**src/rtl/demux_pkg.sv**
```systemverilog
// Shared constants and helpers for the registered 1-to-2 demultiplexer.
package demux_pkg;

  localparam logic SEL_A = 1'b1;
  localparam logic SEL_B = 1'b0;

  localparam int unsigned DEMUX_W_DEF = 8;

  // Upstream ready depends only on the slot the current word is steered to.
  function automatic logic sel_ready(input logic sel, input logic a_can, input logic b_can);
    return (sel == SEL_A) ? a_can : b_can;
  endfunction

endpackage

```
**src/rtl/demux_out_slot.sv**
```systemverilog
// One-entry valid/ready output register slice; optional drain counter under DEMUX_CNT_EN.
module demux_out_slot
  import demux_pkg::*;
#(
  parameter int unsigned W = DEMUX_W_DEF
`ifdef DEMUX_CNT_EN
  ,
  parameter int unsigned CNT_W = 8
`endif
) (
  input  logic         clk,
  input  logic         rst,
  input  logic         load,
  input  logic [W-1:0] load_data,
  input  logic         ready,
  output logic         valid,
  output logic [W-1:0] data,
  output logic         can_accept
`ifdef DEMUX_CNT_EN
  ,
  output logic [CNT_W-1:0] cnt
`endif
);

  localparam logic [0:0] ST_EMPTY = 1'b0;
  localparam logic [0:0] ST_FULL  = 1'b1;

  logic [0:0] state;
  logic [0:0] state_nxt;
  logic       drain;

  assign valid      = (state == ST_FULL);
  assign drain      = valid && ready;
  assign can_accept = !valid || ready;

  // A load while draining keeps the slot full: the new word simply overwrites.
  always_comb begin
    state_nxt = state;
    if (load) begin
      state_nxt = ST_FULL;
    end else if (drain) begin
      state_nxt = ST_EMPTY;
    end
  end

  always_ff @(posedge clk) begin
    if (rst) begin
      state <= ST_EMPTY;
      data  <= '0;
    end else begin
      state <= state_nxt;
      if (load) begin
        data <= load_data;
      end
    end
  end

`ifdef DEMUX_CNT_EN
  always_ff @(posedge clk) begin
    if (rst) begin
      cnt <= '0;
    end else if (drain) begin
      cnt <= cnt + 1'b1;
    end
  end
`endif

endmodule

```
**src/rtl/demux_reg_1to2.sv**
```systemverilog
// Registered 1-to-2 demultiplexer with valid/ready handshake on all three ports.
// DEMUX_CNT_EN adds per-output transfer counters A_CNT/B_CNT.
module demux_reg_1to2
  import demux_pkg::*;
#(
  parameter int unsigned W     = DEMUX_W_DEF,
  parameter int unsigned CNT_W = 8
) (
  input  logic         CLK,
  input  logic         RST,
  input  logic [W-1:0] DIN,
  input  logic         VALID_IN,
  input  logic         S,
  output logic         READY_IN,
  output logic [W-1:0] A_DATA,
  output logic         A_VALID,
  input  logic         A_READY,
  output logic [W-1:0] B_DATA,
  output logic         B_VALID,
  input  logic         B_READY
`ifdef DEMUX_CNT_EN
  ,
  output logic [CNT_W-1:0] A_CNT,
  output logic [CNT_W-1:0] B_CNT
`endif
);

  logic a_can;
  logic b_can;
  logic in_fire;
  logic load_a;
  logic load_b;

  assign READY_IN = !RST && sel_ready(S, a_can, b_can);
  assign in_fire  = VALID_IN && READY_IN;
  assign load_a   = in_fire && (S == SEL_A);
  assign load_b   = in_fire && (S == SEL_B);

  demux_out_slot #(
    .W(W)
`ifdef DEMUX_CNT_EN
    ,
    .CNT_W(CNT_W)
`endif
  ) u_slot_a (
    .clk        (CLK),
    .rst        (RST),
    .load       (load_a),
    .load_data  (DIN),
    .ready      (A_READY),
    .valid      (A_VALID),
    .data       (A_DATA),
    .can_accept (a_can)
`ifdef DEMUX_CNT_EN
    ,
    .cnt        (A_CNT)
`endif
  );

  demux_out_slot #(
    .W(W)
`ifdef DEMUX_CNT_EN
    ,
    .CNT_W(CNT_W)
`endif
  ) u_slot_b (
    .clk        (CLK),
    .rst        (RST),
    .load       (load_b),
    .load_data  (DIN),
    .ready      (B_READY),
    .valid      (B_VALID),
    .data       (B_DATA),
    .can_accept (b_can)
`ifdef DEMUX_CNT_EN
    ,
    .cnt        (B_CNT)
`endif
  );

endmodule

```
**config.mk**
```make
export PLATFORM = sky130hd
export DESIGN_NAME = demux_reg_1to2
export DESIGN_NICKNAME = d
export VERILOG_FILES = /design/src/rtl/demux_pkg.sv /design/src/rtl/demux_out_slot.sv /design/src/rtl/demux_reg_1to2.sv
export SDC_FILE = /design/constraint.sdc
export NUM_CORES = 1
export LEC_CHECK = 0
export CAP_MARGIN = 20
export CORE_ASPECT_RATIO = 1.2
export CORE_MARGIN = 2
export CORE_UTILIZATION = 35
export CTS_BUF_LIST = sky130_fd_sc_hd__clkbuf_16
export CTS_CLUSTER_SIZE = 10
export DETAILED_ROUTE_END_ITERATION = 12
export GPL_TIMING_DRIVEN = 1
export PLACE_DENSITY = 0.67
export SLEW_MARGIN = 20
export SYNTH_ARGS = -nofsm -noshare
export SYNTH_HDL_FRONTEND = slang
export SYNTH_SLANG_ARGS = --single-unit
```
**constraint.sdc**
```tcl
create_clock -name CLK -period 1.6 [get_ports CLK]
set_input_delay 0.32 -clock CLK [delete_from_list [all_inputs] [get_ports CLK]]
set_output_delay 0.32 -clock CLK [all_outputs]
set_load 0.05 [all_outputs]
```
==> results.md <==
* Outcome: complete, no violations
* Max-slew violations at 0
* Register area share after synthesis at 43.8%
* Clock Sinks at 18
* Worst VDD drop at between 0.7 and 0.8 mV
* Worst Path Required at approximately 1.7 ns
* Fin Setup TNS at 0 ns
* Wire length per cell at about 13 um
* Most frequent cells in the layout: buf_4, dfxtp_1, nand2b_1, clkdlybuf4s50_1
* Sequential share of power at between 30% and 40%
* Routed Antenna Nets at 0
* Hold Fails Final Rpt at 0
* Setup crit start kind: primary input
* YS warnings at 0
* Antenna Cells at 0
* Vias in the first global route at around 660
* Leak at 0.576 nW
* Core ar. at around 0.0023 mm^2
* Period utilization at between 90 and 100%
* Hpwl dp at 1.33 mm
* Layout cell share with drive strength beyond 1 at about two fifths
* Hold_ws at approximately 0.55 ns
* Commonest non-fill, non-tap cell in the layout: buf_4
* Die W at just under 50 um
* Nets at between 100 and 150
* Initial DRC Count at 3
* Clk_lat worst skew at around 0.25 ns
* Final Skew at approximately 0.002 ns
* Synthesized area per cell at around 11 um^2
* Setup crit end kind: register
* Routability cong. at 0.669
* First-pass GRT wire length at around 2.8 mm
* Mapped cell area at 823 um^2
* PwrDens at around 970 mW/mm^2
* Crit Path Category: primary input to register
* Total CTS buffers at 3
* Root buffer cell: clkbuf_16
* GRT Util Overall at about 14%
* Max Clk Rate at between 0.6 and 0.7 GHz
* Final Setup Violations at 0
* Worst hold path stage count at 3
* Layout area overhead at 56.2%
* Initial antenna violation count at 0
* RSZ-0062 raised after global routing: no
* FF-to-FF path depth at 4
* Worst Path Max Fanout at 14
* Fin crit period at approximately 1.5 ns
* Via count at 667
* FP Rows at 19
* Starting Density at 36.5%
* Clock network fraction of total power at roughly 40%
* Worst slew pin tran at just over 0.5 ns
* Top Ports at 33
* IO buf count at 32
* Hold Path Class: primary input to register
* Syn Nets at 89
* CTS max path bufs at 2
* DR vias/cell at around 4.6
* Synth cell types at 15
* CTS tree: built
* Mapped Cells at between 70 and 80
* Die extent in y at approximately 57 um
* Congestion Overflow GR at 0
* DRC at 0
* Sw Pwr at ~0.00033 W
* Die ar. at 0.00276 mm^2
* Wirelength, routed at about 1.9 mm
* Slew margin rel. at roughly two thirds
* Clk slew on worst S/H paths at 0.05 ns
* Power Internal at around 0.00092 W
* Comb pwr share at 21.2%
* Switching share of power at a little over a quarter
* Pre-antenna DRT Iters at 4
* Htree depth at 1
* Worst Path Arrival at between 1.5 and 2 ns
* Max cap viols at 0
* #FFs+latches synth at 18
* Largest net degree at the start of global routing at 18
[per-stage QoR]
stage                     instances  setup WS, ns  total power, W  cell area (um^2)  util (%)
final                           146        0.0962         0.00125              1290      57.0
after global routing            146       0.00351         0.00130              1290      57.0
after CTS                       146        0.0794         0.00126              1290      57.0
after detailed placement        141        -0.164        0.000757              1180      52.2
after global placement          141        -0.153        0.000754              1180      52.2
after floorplan                  75        0.0245        0.000658               836         -
[kinds of logic after synthesis]
logic type             Yosys count  synth area share [%]
buffers and inverters            6                  5.77
AOI/OAI and AO/OA               18                  15.4
muxes                            8                  14.6
DFF                             18                  43.8
and+or+nand+nor                 25                  20.5
[cell usage after synthesis, drive strengths merged]
master  count  area, um^2
dfxtp      18         360
nand2b     10        62.6
a21oi       9        48.8
nor2b       9        56.3
a31o        8        70.1
mux2        8         120
buf         5        43.8
nor2        3        11.3
a211oi      1        7.51
and3b       1        8.76
clkbuf      1        3.75
nand2       1        11.3
nor3b       1        18.8
[metal layers]
metal  up-vias  global-route usage [%]  share of wire, %
met2        21                    23.7                48
met3         4                    1.90               5.0
met5         -                       0                 0
met4         0                    6.95               2.1
met1       305                    15.9                45
li1        337                       -                 -
[sequential cells by signal (all words and copies together) (netlist names)]
signal and flops:
u_slot_a.data 8, u_slot_b.data 8, u_slot_a.valid 1, u_slot_b.valid 1
[repair_timing]
item | CTS | global route
hold buffers | 0 | 0
gates resized for setup | 10 | 0
endpoints found under the setup margin | 1 | 0
setup buffers | 1 | 0
[worst max-delay path: stages]
cell	delay (ns)
clkdlybuf4s50_1	0.49
and3b_1	0.50
a21oi_1	0.15
a31o_1	0.20
[power groups by stage]
stage | logic, W | registers [W] | clock network [W]
2_1_floorplan | 0.0000802 | 0.000578 | 0
3_3_place_gp | 0.000259 | 0.000495 | 0
3_5_place_dp | 0.000261 | 0.000495 | 0
4_1_cts | 0.000266 | 0.000487 | 0.000511
5_1_grt | 0.000277 | 0.000488 | 0.000530
6_report | 0.000264 | 0.000487 | 0.000499
[layout make-up]
cell class / count / area, um^2
fillers: 190 / 972
multi-input cells: 51 / 445
repair buffers: 42 / 363
flip-flops and latches: 18 / 360
clock buffers: 3 / 75.1
well taps: 31 / 38.8
clock inverters: 1 / 3.75
[final timing paths]
path / startpoint / endpoint / slack (ns)
setup / recovery: VALID_IN / u_slot_a.data[1] / 0.1
hold / removal: RST / u_slot_b.valid / 0.55
setup reg to reg: u_slot_b.valid / u_slot_b.data[7] / 0.44
hold reg to reg: u_slot_a.data[2] / u_slot_a.data[2] / 0.62
Note: power is estimated with default switching activity, not from simulation.
